===== config.mk =====
export PLATFORM = sky130hd
export DESIGN_NAME = shot_ctrl
export DESIGN_NICKNAME = d
export VERILOG_FILES = /design/src/rtl/shot_ctrl_pkg.sv /design/src/rtl/pulse_stretch.sv /design/src/rtl/shot_ctrl.sv
export SDC_FILE = /design/constraint.sdc
export NUM_CORES = 1
export LEC_CHECK = 0
export ABC_AREA = 1
export ABC_CLOCK_PERIOD_IN_PS = 6800
export BUFFER_PORTS_ARGS = -buffer_cell sky130_fd_sc_hd__buf_4
export CORE_MARGIN = 10
export CORE_UTILIZATION = 40
export DETAILED_ROUTE_END_ITERATION = 10
export PLACE_DENSITY_LB_ADDON = 0.25
export SLEW_MARGIN = 20
export SYNTH_ARGS = -nofsm -noshare
export SYNTH_HDL_FRONTEND = slang
export SYNTH_HIERARCHICAL = 1
export SYNTH_SLANG_ARGS = --single-unit
export TNS_END_PERCENT = 50

===== constraint.sdc =====
create_clock -name clk -period 6.8 [get_ports clk]
set_clock_uncertainty 0.05 [all_clocks]
set_input_delay 0 -clock clk [delete_from_list [all_inputs] [get_ports clk]]
set_output_delay 0 -clock clk [all_outputs]
set_load 0.1 [all_outputs]

===== src/rtl/shot_ctrl_pkg.sv =====
// Shared types and constants for the shot_ctrl run sequencer.
//   state_e : sequencer states
//   ERR_*   : sticky error codes reported on err
package shot_ctrl_pkg;

    localparam int unsigned DATA_W = 32;
    localparam int unsigned ERR_W  = 2;

    typedef enum logic [2:0] {
        IDLE   = 3'd0,
        CLRACC = 3'd1,
        START  = 3'd2,
        RUN    = 3'd3,
        ABORT  = 3'd4
    } state_e;

    typedef logic [ERR_W-1:0] err_t;

    localparam err_t ERR_NONE    = 2'd0;
    localparam err_t ERR_NSHOT0  = 2'd1;
    localparam err_t ERR_TIMEOUT = 2'd2;
    localparam err_t ERR_ABORT   = 2'd3;

endpackage


===== src/rtl/pulse_stretch.sv =====
// Fixed-length level pulse generator.
//   clk_i, rst_ni : clock, async active-low reset
//   trig_i        : (re)start a pulse of LEN cycles, beginning next cycle
//   kill_i        : terminate the pulse; takes effect next cycle
//   pulse_o       : registered pulse level
//   last_o        : registered, high during the final pulse cycle
module pulse_stretch #(
    parameter int unsigned LEN = 4
) (
    input  logic clk_i,
    input  logic rst_ni,
    input  logic trig_i,
    input  logic kill_i,
    output logic pulse_o,
    output logic last_o
);

    localparam int unsigned CW = $clog2(LEN + 1);

    logic [CW-1:0] cnt_q;
    logic [CW-1:0] cnt_d;

    // Remaining pulse cycles; trigger wins over kill.
    always_comb begin
        cnt_d = cnt_q;
        if (trig_i) begin
            cnt_d = CW'(LEN);
        end else if (kill_i) begin
            cnt_d = '0;
        end else if (cnt_q != '0) begin
            cnt_d = cnt_q - CW'(1);
        end
    end

    always_ff @(posedge clk_i or negedge rst_ni) begin
        if (!rst_ni) begin
            cnt_q   <= '0;
            pulse_o <= 1'b0;
            last_o  <= 1'b0;
        end else begin
            cnt_q   <= cnt_d;
            pulse_o <= (cnt_d != '0);
            last_o  <= (cnt_d == CW'(1));
        end
    end

endmodule


===== src/rtl/shot_ctrl.sv =====
// Run sequencer in front of the DSP shot engine: turns a host run request
// into resetacc / stb_reset_bram_read / stb_start, waits for lastshotdone,
// enforces a timeout and handles abort via a dsp_reset pulse.
//   clk, reset_n                  : clock, async active-low reset
//   cmd_start, cmd_abort          : one-cycle host commands
//   cfg_nshot, cfg_timeout        : run config, sampled on accepted start
//   stb_start, nshot, resetacc,
//   stb_reset_bram_read, dsp_reset: DSP run control
//   lastshotdone, shotcnt,
//   addr_accbuf_mon               : DSP status
//   busy, done, err, elapsed,
//   acc_fill                      : status to the register file
module shot_ctrl
    import shot_ctrl_pkg::*;
#(
    parameter int unsigned RESETACC_CYC = 4,
    parameter int unsigned BLANK_CYC    = 8,
    parameter int unsigned ABORT_CYC    = 4,
    parameter int unsigned NMON         = 4,
    parameter int unsigned ACC_AW       = 9
) (
    input  logic                     clk,
    input  logic                     reset_n,
    input  logic                     cmd_start,
    input  logic                     cmd_abort,
    input  logic [DATA_W-1:0]        cfg_nshot,
    input  logic [DATA_W-1:0]        cfg_timeout,
    output logic                     stb_start,
    output logic [DATA_W-1:0]        nshot,
    output logic                     resetacc,
    output logic                     stb_reset_bram_read,
    output logic                     dsp_reset,
    input  logic                     lastshotdone,
    input  logic [DATA_W-1:0]        shotcnt,
    input  logic [NMON*ACC_AW-1:0]   addr_accbuf_mon,
    output logic                     busy,
    output logic                     done,
    output logic [ERR_W-1:0]         err,
    output logic [DATA_W-1:0]        elapsed,
    output logic [NMON*ACC_AW-1:0]   acc_fill
);

    localparam int unsigned MON_W = NMON * ACC_AW;
    localparam int unsigned BW    = $clog2(BLANK_CYC + 1);

    state_e             state_q;
    logic               stb_start_q;
    logic               stb_brr_q;
    logic [DATA_W-1:0]  nshot_q;
    logic [DATA_W-1:0]  timeout_q;
    logic               busy_q;
    logic               done_q;
    err_t               err_q;
    logic [DATA_W-1:0]  elapsed_q;
    logic [MON_W-1:0]   acc_fill_q;
    logic [BW-1:0]      blank_q;
    logic [DATA_W-1:0]  shotcnt_dbg_q;

    logic               active_c;
    logic               start_ok_c;
    logic               blank_over_c;
    logic               shot_done_c;
    logic               timeout_c;
    logic               abort_go_c;
    logic               ra_kill_c;
    logic [DATA_W-1:0]  elapsed_inc_c;
    logic               ra_pulse;
    logic               ra_last;
    logic               ab_pulse;
    logic               ab_last;
    logic               unused_shotcnt_c;

    // Event decode for the sequencer.
    assign active_c      = (state_q == CLRACC) || (state_q == START) || (state_q == RUN);
    assign start_ok_c    = (state_q == IDLE) && cmd_start && (cfg_nshot != '0);
    assign blank_over_c  = (blank_q >= BW'(BLANK_CYC));
    assign shot_done_c   = (state_q == RUN) && blank_over_c && lastshotdone;
    assign timeout_c     = (state_q == RUN) && (timeout_q != '0)
                           && (elapsed_q == timeout_q - DATA_W'(1));
    // Abort beats completion; completion beats timeout.
    assign abort_go_c    = (active_c && cmd_abort) || (timeout_c && !shot_done_c);
    assign ra_kill_c     = (state_q == CLRACC) && cmd_abort;
    assign elapsed_inc_c = (elapsed_q == '1) ? elapsed_q : elapsed_q + DATA_W'(1);

    // shotcnt is captured for debug visibility only.
    assign unused_shotcnt_c = ^shotcnt_dbg_q;

    pulse_stretch #(.LEN(RESETACC_CYC)) u_resetacc (
        .clk_i   (clk),
        .rst_ni  (reset_n),
        .trig_i  (start_ok_c),
        .kill_i  (ra_kill_c),
        .pulse_o (ra_pulse),
        .last_o  (ra_last)
    );

    pulse_stretch #(.LEN(ABORT_CYC)) u_dsp_reset (
        .clk_i   (clk),
        .rst_ni  (reset_n),
        .trig_i  (abort_go_c),
        .kill_i  (1'b0),
        .pulse_o (ab_pulse),
        .last_o  (ab_last)
    );

    // Sequencer FSM with registered status and strobes.
    always_ff @(posedge clk or negedge reset_n) begin
        if (!reset_n) begin
            state_q       <= IDLE;
            stb_start_q   <= 1'b0;
            stb_brr_q     <= 1'b0;
            nshot_q       <= '0;
            timeout_q     <= '0;
            busy_q        <= 1'b0;
            done_q        <= 1'b0;
            err_q         <= ERR_NONE;
            elapsed_q     <= '0;
            acc_fill_q    <= '0;
            blank_q       <= '0;
            shotcnt_dbg_q <= '0;
        end else begin
            stb_start_q   <= 1'b0;
            stb_brr_q     <= 1'b0;
            shotcnt_dbg_q <= shotcnt;
            unique case (state_q)
                IDLE: begin
                    if (start_ok_c) begin
                        nshot_q    <= cfg_nshot;
                        timeout_q  <= cfg_timeout;
                        done_q     <= 1'b0;
                        err_q      <= ERR_NONE;
                        elapsed_q  <= '0;
                        acc_fill_q <= '0;
                        busy_q     <= 1'b1;
                        stb_brr_q  <= 1'b1;
                        state_q    <= CLRACC;
                    end else if (cmd_start) begin
                        err_q <= ERR_NSHOT0;
                    end
                end
                CLRACC: begin
                    if (cmd_abort) begin
                        err_q      <= ERR_ABORT;
                        acc_fill_q <= addr_accbuf_mon;
                        state_q    <= ABORT;
                    end else if (ra_last) begin
                        stb_start_q <= 1'b1;
                        state_q     <= START;
                    end
                end
                START: begin
                    if (cmd_abort) begin
                        err_q      <= ERR_ABORT;
                        acc_fill_q <= addr_accbuf_mon;
                        state_q    <= ABORT;
                    end else begin
                        elapsed_q <= '0;
                        blank_q   <= '0;
                        state_q   <= RUN;
                    end
                end
                RUN: begin
                    if (cmd_abort) begin
                        err_q      <= ERR_ABORT;
                        acc_fill_q <= addr_accbuf_mon;
                        state_q    <= ABORT;
                    end else if (shot_done_c) begin
                        elapsed_q  <= elapsed_inc_c;
                        acc_fill_q <= addr_accbuf_mon;
                        done_q     <= 1'b1;
                        busy_q     <= 1'b0;
                        state_q    <= IDLE;
                    end else if (timeout_c) begin
                        err_q      <= ERR_TIMEOUT;
                        acc_fill_q <= addr_accbuf_mon;
                        state_q    <= ABORT;
                    end else begin
                        elapsed_q <= elapsed_inc_c;
                        if (!blank_over_c) begin
                            blank_q <= blank_q + BW'(1);
                        end
                    end
                end
                ABORT: begin
                    if (ab_last) begin
                        busy_q  <= 1'b0;
                        state_q <= IDLE;
                    end
                end
                default: begin
                    busy_q  <= 1'b0;
                    state_q <= IDLE;
                end
            endcase
        end
    end

    assign stb_start           = stb_start_q;
    assign stb_reset_bram_read = stb_brr_q;
    assign resetacc            = ra_pulse;
    assign dsp_reset           = ab_pulse;
    assign nshot               = nshot_q;
    assign busy                = busy_q;
    assign done                = done_q;
    assign err                 = err_q;
    assign elapsed             = elapsed_q;
    assign acc_fill            = acc_fill_q;

endmodule


==> out/results.txt, run 1 <==
The die is 172 um wide. Synthesis inferred 155 register bits. Sorting the synthesized cells by area gives the leading types as dfrtp_1, nand2_1, inv_1. The area of all sequential standard cells was 0.00388 mm2. Of all nets on the critical path, the largest fanout is 41. The master of the slowest instance on the critical path was nand3_2. The hold violation total from the final report was 0; the die footprint was 0.0295 mm2. For the global-route usage over all layers, the log shows 20.9%.

The number of distinct library cells after synthesis was 38. The area share of and/or/nand/nor cells after synthesis is 37.6%, and the mean cell area of the mapped netlist is 6.90 um2. Post-synthesis cell type with the largest combined area: dfrtp_1. The critical path's largest stage delay works out to 580 ps. Once detailed placement completed, the half-perimeter wirelength came to 21500 um. After clock tree synthesis, the repair step resized 0 gates. In the final timing run, aggregate negative setup slack is 0 ps. The worst setup path is launched from a register. The post-route netlist has 18.2% of its cells at a drive strength greater than 1. The tools report the count of non-filler cells in the finished layout as 1929.

The tools report the core footprint as 0.0226 mm2. Summing over every cut layer, the via total after detailed routing is 9464. After clock tree synthesis, the flow added hold-fix buffers numbering 103.

Setup violations remaining at the end of the flow were counted as 0. The sort of element at the end of the critical path was a register. Filler cell count: 2144. Subtracting the final worst setup slack from the clock period gives 3890 ps. The start point of the critical path is state_q[2]$_DFFE_PN0P_.

For the number of placed instances, taps included, the log shows 1794. The root buffer cell was clkbuf_16. TritonCTS built the clock tree.

After Yosys synthesis, full adders, half adders and majority gates account for 1.22% of the synthesized area. The logs give 0 for the number of diodes and 0 for the max-capacitance violation count. The tools report the post-synth design cell area as 0.00920 mm2. The top-area cell type share of the netlist area works out to 42.1%. Across the VDD grid, the largest voltage drop is 0.160 mV. Data on the critical path arrives at its endpoint at 4160 ps. The number of antenna violations at the first check in global routing was 0. Startpoint of the lowest-slack register-to-register path: state_q[2]$_DFFE_PN0P_. The most numerous cell type found on the critical path is nand2_1.

The predominant post-synthesis flop cell was dfrtp_1. The first global-routing pass estimated 49300 um of wire. The required time of the worst setup path came out at 7070 ps.

The multi-input combinational cells in the finished layout cover a total of 0.00444 mm2. The worst hold margin is 30.7 ps, and the DRC violation count after routing is 0. The setup fix buffers added after clock tree synthesis is 0, and the normalized max-slew margin is 30.7%. The async set-or-reset flop fraction in the synthesized netlist works out to 100%. After the first detailed-routing iteration, the DRC count stood at 738.

Counting the buffers created by CTS gives 17. After synthesis, the share of cell area in mux cells is 0%. The latest clock arrival within the worst-skew pair is 430 ps, and the cell depth of the worst flop-to-flop path is 17.

The tools report the worst reg2reg path endpoint as acc_fill[12]$_DFFE_PN0P_. The actual slew at the worst max-slew pin works out to 1030 ps. The number of pins exceeding their max-slew limit in the final report was 0. The run finished with clean final reports. The tools report the detailed-router iteration count before antenna repair as 7. Yosys printed 6 warnings. The run gives 0.257 GHz as the maximum frequency from static timing analysis. Clock-pin slew was measured on the worst setup and hold paths at 70 ps. The die is 172 um tall.

The tools report the count of standard-cell rows as 55. The average vias per placed instance works out to 4.91. The total overflow left after global routing is 0. Wires add up to 30400 um. In the finished design, the share of the clock period the worst path needs comes to 57.2%. The tools report the number of H-tree levels as 4.

Number of enable-type register cells in the synthesized netlist: 0. The path type of the worst setup path was register to register. Synthesis handed over a netlist of 1333 instances. The via count of the first global-routing pass is 9662, and the share of synthesized area occupied by flip-flops and latches is 42.1%.

The count of nets left with antenna violations once routing finished came out at 0. 245 I/O pins were placed. The maximum clock insertion buffer count was 2. The combinational family with the most area after synthesis is simple AND/OR/NAND/NOR gates. The setup slack on the worst flop-to-flop path is 2910 ps. The tools report the effective utilization at floorplan as 40.7%. The final routed wire length divided by cell count came out at 15.8 um.

Setup repair after global routing left no endpoint under its margin. For the number of nets in the layout, the log shows 1777. From synthesis to final layout, the design area changed by 37.5%.

The congestion estimate from routability-driven global placement came to 0.945. The most critical setup path has its endpoint at acc_fill[12]$_DFFE_PN0P_. Walking the worst path, the cells encountered are inv_2 -> nand2_1 -> nor2_2 -> buf_4 -> inv_1 -> nor3_1 -> nand3_1 -> nor2_1 -> nand2_1 -> nor2_1 -> nand3_1 -> nor2_2 -> nand2_2 -> nand3_2 -> nand3_4 -> nand2_1 -> nand2_1.

Largest net degree at the start of global routing: 97. The clock net in this run drives a total of 155 sinks. The area fraction in compound gates after synthesis is 6.62%. The synthesized netlist devotes 2.57% of its cell area to XOR and XNOR gates. Summed over all cells, the static leakage comes to 7.06 nW. Power density over the cells: 175 mW/mm2.

The tightest min-delay check is of the primary input to register type. Input and output buffers added on the ports amount to 212.
==> cells in the mapped netlist (2+ instances only) <==
master	n
a21oi_1	6
buf_1	2
buf_2	4
buf_4	3
buf_6	6
clkbuf_1	29
dfrtp_1	155
ha_1	9
inv_1	173
inv_2	5
nand2_1	434
nand2_2	11
nand3_1	86
nand3_2	2
nand3b_1	8
nand4_1	52
nor2_1	157
nor2_2	11
nor2_4	3
nor3_1	14
nor4_1	8
o21ai_0	67
o21ai_1	35
o22ai_1	2
or2_2	13
xnor2_1	11
xor2_1	16
==> worst min-delay path by stage <==
stage                       from  slack [ps]                   endpoint  cells after the start
finish              lastshotdone          30           done$_DFFE_PN0P_                      5
floorplan                reset_n        -350    acc_fill[0]$_DFFE_PN0P_                      0
CTS                 lastshotdone          20           done$_DFFE_PN0P_                      5
global placement         reset_n         120  timeout_q[19]$_DFFE_PN0P_                      1
detailed placement       reset_n         130  timeout_q[17]$_DFFE_PN0P_                      1
global route        lastshotdone         100           done$_DFFE_PN0P_                      5
==> worst max-delay path: cells and delay by family, from the launching register on <==
kind,cells,cell delay (ps)
buffers and inverters,3,730
flip-flops,1,450
AND/OR/NAND/NOR,14,2500
==> sequential cells by signal, summed over array words and instances, names as in the netlist <==
| signal | count |
|---|---|
| u_dsp_reset/cnt_q | 3 |
| u_dsp_reset/last_o | 1 |
| u_resetacc/cnt_q | 3 |
| u_dsp_reset/pulse_o | 1 |
| err | 2 |
| elapsed | 32 |
| nshot | 32 |
| timeout_q | 32 |
| stb_reset_bram_read | 1 |
| busy | 1 |
| u_resetacc/pulse_o | 1 |
| blank_q | 4 |
| done | 1 |
| acc_fill | 36 |
| state_q | 3 |
| stb_start | 1 |
| u_resetacc/last_o | 1 |
==> cell usage in the layout, fill, tap and decap left out, drive strengths merged <==
master / Yosys / layout
buf: 15 / 219
bufinv: 0 / 3
clkinvlp: 0 / 2
a21oi: 6 / 6
o22ai: 2 / 2
xor2: 16 / 16
inv: 178 / 186
nand3: 89 / 89
conb: 1 / 2
ha: 9 / 9
nor2: 172 / 172
o221ai: 1 / 1
dlygate4sd3: 0 / 103
nand3b: 8 / 8
o211ai: 1 / 1
a31oi: 1 / 1
nor3: 14 / 14
nand4: 52 / 52
clkinv: 1 / 2
clkbuf: 29 / 18
nor4: 8 / 8
or2: 13 / 13
nand2: 445 / 445
o21bai: 1 / 1
o41ai: 1 / 1
o21ai: 103 / 103
dfrtp: 155 / 155
xnor2: 11 / 11
o2111ai: 1 / 1
==> cells by family after synthesis <==
kind of cell,Yosys count
AOI/OAI and AO/OA,117
xor gates and xnor gates,27
DFF,155
buffers and inverters,223
adders and majority gates,9
other,1
and+or+nand+nor,801
==> area by class of cell <==
cell class                      instances  share of cell area, %
Multi-Input combinational cell        956                   35.1
Sequential cell                       155                   30.7
Timing Repair Buffer                  322                   21.2
Inverter                              179                   5.31
Clock buffer                           18                   3.39
Tap cell                              285                   2.82
Clock inverter                         14                   1.57
==> through the flow <==
| step | worst slack (ps) | cell area (um2) | utilization, % | power, W |
|---|---|---|---|---|
| after floorplan | 4020 | 9210 | - | 0.00106 |
| after global routing | 2530 | 12700 | 55.9 | 0.00229 |
| after detailed placement | 2930 | 11000 | 48.6 | 0.00115 |
| final | 2910 | 12700 | 55.9 | 0.00222 |
| after CTS | 2930 | 12700 | 55.9 | 0.00224 |
| after global placement | 2950 | 11000 | 48.6 | 0.00115 |
==> per-layer routing <==
metal / track usage (%) / wire (um)
met5: 0 / 0
met2: 36.2 / 15200
met4: 6.12 / 617
met3: 5.25 / 2110
met1: 24.9 / 12400
==> power breakdown <==
| part | switching (W) | total [W] | internal, W |
|---|---|---|---|
| Clock | 0.000441 | 0.00104 | 0.000595 |
| Sequential | 0.00000657 | 0.000939 | 0.000933 |
| Combinational | 0.000145 | 0.000243 | 0.0000981 |
| Total | 0.000592 | 0.00222 | 0.00163 |
Note: power is estimated with default switching activity, not from simulation.
==> run 2: changes to the inputs <==
- ABC_CLOCK_PERIOD_IN_PS: 6800 -> 3700
- clock period: 6.8 -> 3.7 ns (I/O delays scaled with it)
==> run 2 against run 1 <==
Effect of this change: sequential share of layout area is essentially flat; largest power group is now registers; first-iteration DRC count is 7.3% higher; largest cell class unchanged; total power increased by 76%; clock power rose by 66%.
==> out/results.txt, run 2 (same netlist as run 1, synthesis figures left out) <==
The run finished with clean final reports. The flip-flop count of the largest register, all copies and words added works out to 36 (unchanged). Critical hold path startpoint: lastshotdone (unchanged). The weighted congestion at the end of routability-driven global placement came out at 0.933 (was 0.945).

The tools report the global-route usage over all layers as 20.7% (was 20.9%). For the part of the power in combinational logic, the log shows 11.5% (was 10.9%). The number of clock buffers inserted by TritonCTS is 17 (unchanged), and the count of standard-cell rows is 55 (unchanged). The switching part of the total was 28.4% (was 26.7%); the final routed wire length divided by cell count was 15.6 um (was 15.8 um). The clock transition time at the flip-flop clock pins of the worst setup and hold paths came out at 70 ps (about the same). The clock sink total was 155 (unchanged); the actual slew at the worst max-slew pin was 715 ps (was 1030 ps). The largest net degree at the start of global routing is 81 (was 97), and the maximum clock insertion buffer count is 2 (unchanged). The master of the slowest instance on the critical path is nand3_4 (was nand3_2).

The final total negative setup slack was 0 ps (unchanged). The maximum frequency from static timing analysis was 0.305 GHz (was 0.257 GHz). The tools report the worst reg2reg path endpoint as acc_fill[13]$_DFFE_PN0P_ (was acc_fill[12]$_DFFE_PN0P_). The portion of total power attributed to sequential cells was 44.2% (was 42.4%). The tools report the DRC violation count after routing as 0 (unchanged). The kind of cell adding the most delay to the critical path was simple AND/OR/NAND/NOR gates (unchanged). The number of cells on the critical path is 17 (unchanged), and the total grt overflow is 0 (unchanged). Library cell appearing most often on the critical path: nand2_1 (unchanged). The area of all sequential standard cells was 0.00388 mm2 (unchanged).

Combined buffer and inverter count along the critical path: 2 (was 3). The first-pass GRT wire length is 48600 um (was 49300 um). The number of I/O port buffers was 212 (unchanged).

The number of H-tree levels is 4 (unchanged), and the floorplan die width is 172 um (unchanged). Path type of the worst setup path: register to register (unchanged). The detailed-router iteration count before antenna repair came out at 5 (was 7). The root buffer cell was clkbuf_16 (unchanged).

The critical path's largest stage delay is 420 ps (was 580 ps). The tools report the required time of the worst setup path as 3960 ps (was 7070 ps). Hold violation total from the final report: 0 (unchanged). The kind of launch point of the worst setup path was a register (unchanged).

The max-capacitance violation count was 0 (unchanged); the die footprint was 0.0295 mm2 (unchanged). The total setup violations reported at the end of the flow is 0 (unchanged). TritonCTS built the clock tree. The biggest fanout along the worst timing path came out at 36 (was 41). The worst hold endpoint is done$_DFFE_PN0P_ (unchanged).

Relative area change from synthesis to final layout: 37.6% (was 37.5%). The data arrival at the endpoint of the critical path is 3550 ps (was 4160 ps). The normalized max-slew margin came out at 52.3% (was 30.7%). The cell depth of the worst flop-to-flop path works out to 17 (unchanged).

For the maximum ir drop on the vdd rail, the log shows 0.264 mV (was 0.160 mV). The tools report the clock share of power as 44.3% (was 46.7%). The number of placed instances, taps included was 1799 (was 1794); the count of boundary I/O pins was 245 (unchanged).

The depth of the worst hold-timing path was 5 (unchanged). The tools report the effective utilization at floorplan as 40.7% (unchanged). The post-layout total power is 0.00391 W (was 0.00222 W). Leakage power: 7.06 nW (about the same). The sort of element at the end of the critical path was a register (unchanged).

Switching power: 0.00111 W (was 0.000592 W). The average vias per placed instance came out at 4.94 (was 4.91). The leading cell type in the layout, fill and taps excluded is nand2_1 (unchanged). The count of non-filler cells in the finished layout came out at 1934 (was 1929). The tools report the multi-input logic area as 0.00444 mm2 (unchanged).

The number of antenna violations at the first check in global routing came out at 0 (unchanged). The die outline height was 172 um (unchanged); the number of violations reported at the end of detailed-routing iteration 0 was 792 (was 738). The routed wire length was 30200 um (was 30400 um); the time the worst path needs with I/O delays and setup was 3280 ps (was 3890 ps). Commonest cells after routing, fill and taps aside: nand2_1, buf_4, inv_1 (unchanged). The cell-internal power is 0.00280 W (was 0.00163 W), and the power density over the cells is 308 mW/mm2 (was 175 mW/mm2). The worst hold margin was 47.8 ps (was 30.7 ps). Setup repair after global routing left no endpoint under its margin.

The run gives 0 (unchanged) as the number of pins exceeding their max-slew limit in the final report. Startpoint of the lowest-slack register-to-register path: timeout_q[0]$_DFFE_PN0P_ (was state_q[2]$_DFFE_PN0P_). For the number of nets in the layout, the log shows 1782 (was 1777). Filler cell count: 2158 (was 2144).

The final cycle utilization of the critical path was 88.7% (was 57.2%). The tools report the core footprint as 0.0226 mm2 (unchanged). The run gives 0 (unchanged) as the number of diodes. The run gives 9490 (was 9662) as the via count of the first global-routing pass. The number of nets with antenna violations after routing is 0 (unchanged). Critical path cell sequence: inv_1 -> ha_1 -> nand2_2 -> inv_1 -> nand2_1 -> nor2_1 -> nand3_1 -> nand3_1 -> nand2_1 -> nor2_1 -> nand3_1 -> nor2_2 -> nand2_2 -> nand3_2 -> nand3_4 -> nand2_1 -> nand2_1 (was inv_2 -> nand2_1 -> nor2_2 -> buf_4 -> inv_1 -> nor3_1 -> nand3_1 -> nor2_1 -> nand2_1 -> nor2_1 -> nand3_1 -> nor2_2 -> nand2_2 -> nand3_2 -> nand3_4 -> nand2_1 -> nand2_1). The path type of the worst min-delay path was primary input to register (unchanged). The detailed-route via count came out at 9555 (was 9464). The setup slack on the worst flop-to-flop path is 420 ps (was 2910 ps), and the post-detailed-placement half-perimeter wirelength is 21600 um (was 21500 um). The fraction of final layout cells with drive strength greater than 1 came out at 18.5% (was 18.2%). For the latest clock arrival within the worst-skew pair, the log shows 430 ps (about the same).
==> run 2: worst register-to-register path, cell delays in order (launching register included) <==
cell and delay [ps]:
dfrtp_1 380, inv_1 140, ha_1 220, nand2_2 140
inv_1 130, nand2_1 80, nor2_1 190, nand3_1 130
nand3_1 100, nand2_1 60, nor2_1 120, nand3_1 110
nor2_2 170, nand2_2 110, nand3_2 340, nand3_4 430
nand2_1 200, nand2_1 70
==> run 2: power groups by stage <==
stage | clock, W | combinational [W] | sequential [W]
2_1_floorplan | 0 | 0.0000341 | 0.00191
3_3_place_gp | 0 | 0.000355 | 0.00176
3_5_place_dp | 0 | 0.000358 | 0.00176
4_1_cts | 0.00177 | 0.000448 | 0.00173
5_1_grt | 0.00183 | 0.000478 | 0.00173
6_report | 0.00173 | 0.000448 | 0.00173
==> run 2: cell type report <==
class | instances | area share (%)
Multi-Input combinational cell | 956 | 35.0
Sequential cell | 155 | 30.6
Timing Repair Buffer | 327 | 21.6
Inverter | 179 | 5.30
Clock buffer | 18 | 3.39
Tap cell | 285 | 2.81
Clock inverter | 14 | 1.20
==> run 2: routing by layer <==
layer	vias up	track usage, %	part of all wire (%)
li1	4799	-	-
met1	4402	24.6	41
met2	292	35.0	49
met3	62	4.95	6.6
met4	0	8.24	3.2
met5	-	0	0
==> run 2: metrics by stage <==
stage	setup slack [ps]	util, %	area, um2
finish	419	56.0	12700
global route	15.1	56.0	12700
CTS	418	56.0	12700
detailed placement	405	48.8	11100
global placement	436	48.8	11100
floorplan	923	-	9210
==> run 2: what timing repair did <==
| item | 4_1_cts | 5_1_grt |
|---|---|---|
| setup buffers | 0 | 0 |
| gates resized for setup | 0 | 0 |
| endpoints found under the setup margin | 0 | 9 |
| hold buffers | 103 | 0 |
| endpoints found under the hold margin | 182 | 0 |
==> run 2: how the worst max path moves through the flow <==
stage | from | to | slack [ps]
after global routing | timeout_q[3]$_DFFE_PN0P_ | acc_fill[24]$_DFFE_PN0P_ | 20
after floorplan | elapsed[1]$_DFFE_PN0P_ | elapsed[19]$_DFFE_PN0P_ | 920
after CTS | timeout_q[0]$_DFFE_PN0P_ | acc_fill[4]$_DFFE_PN0P_ | 420
after detailed placement | timeout_q[0]$_DFFE_PN0P_ | acc_fill[26]$_DFFE_PN0P_ | 400
after global placement | timeout_q[3]$_DFFE_PN0P_ | acc_fill[14]$_DFFE_PN0P_ | 440
final | timeout_q[0]$_DFFE_PN0P_ | acc_fill[13]$_DFFE_PN0P_ | 420
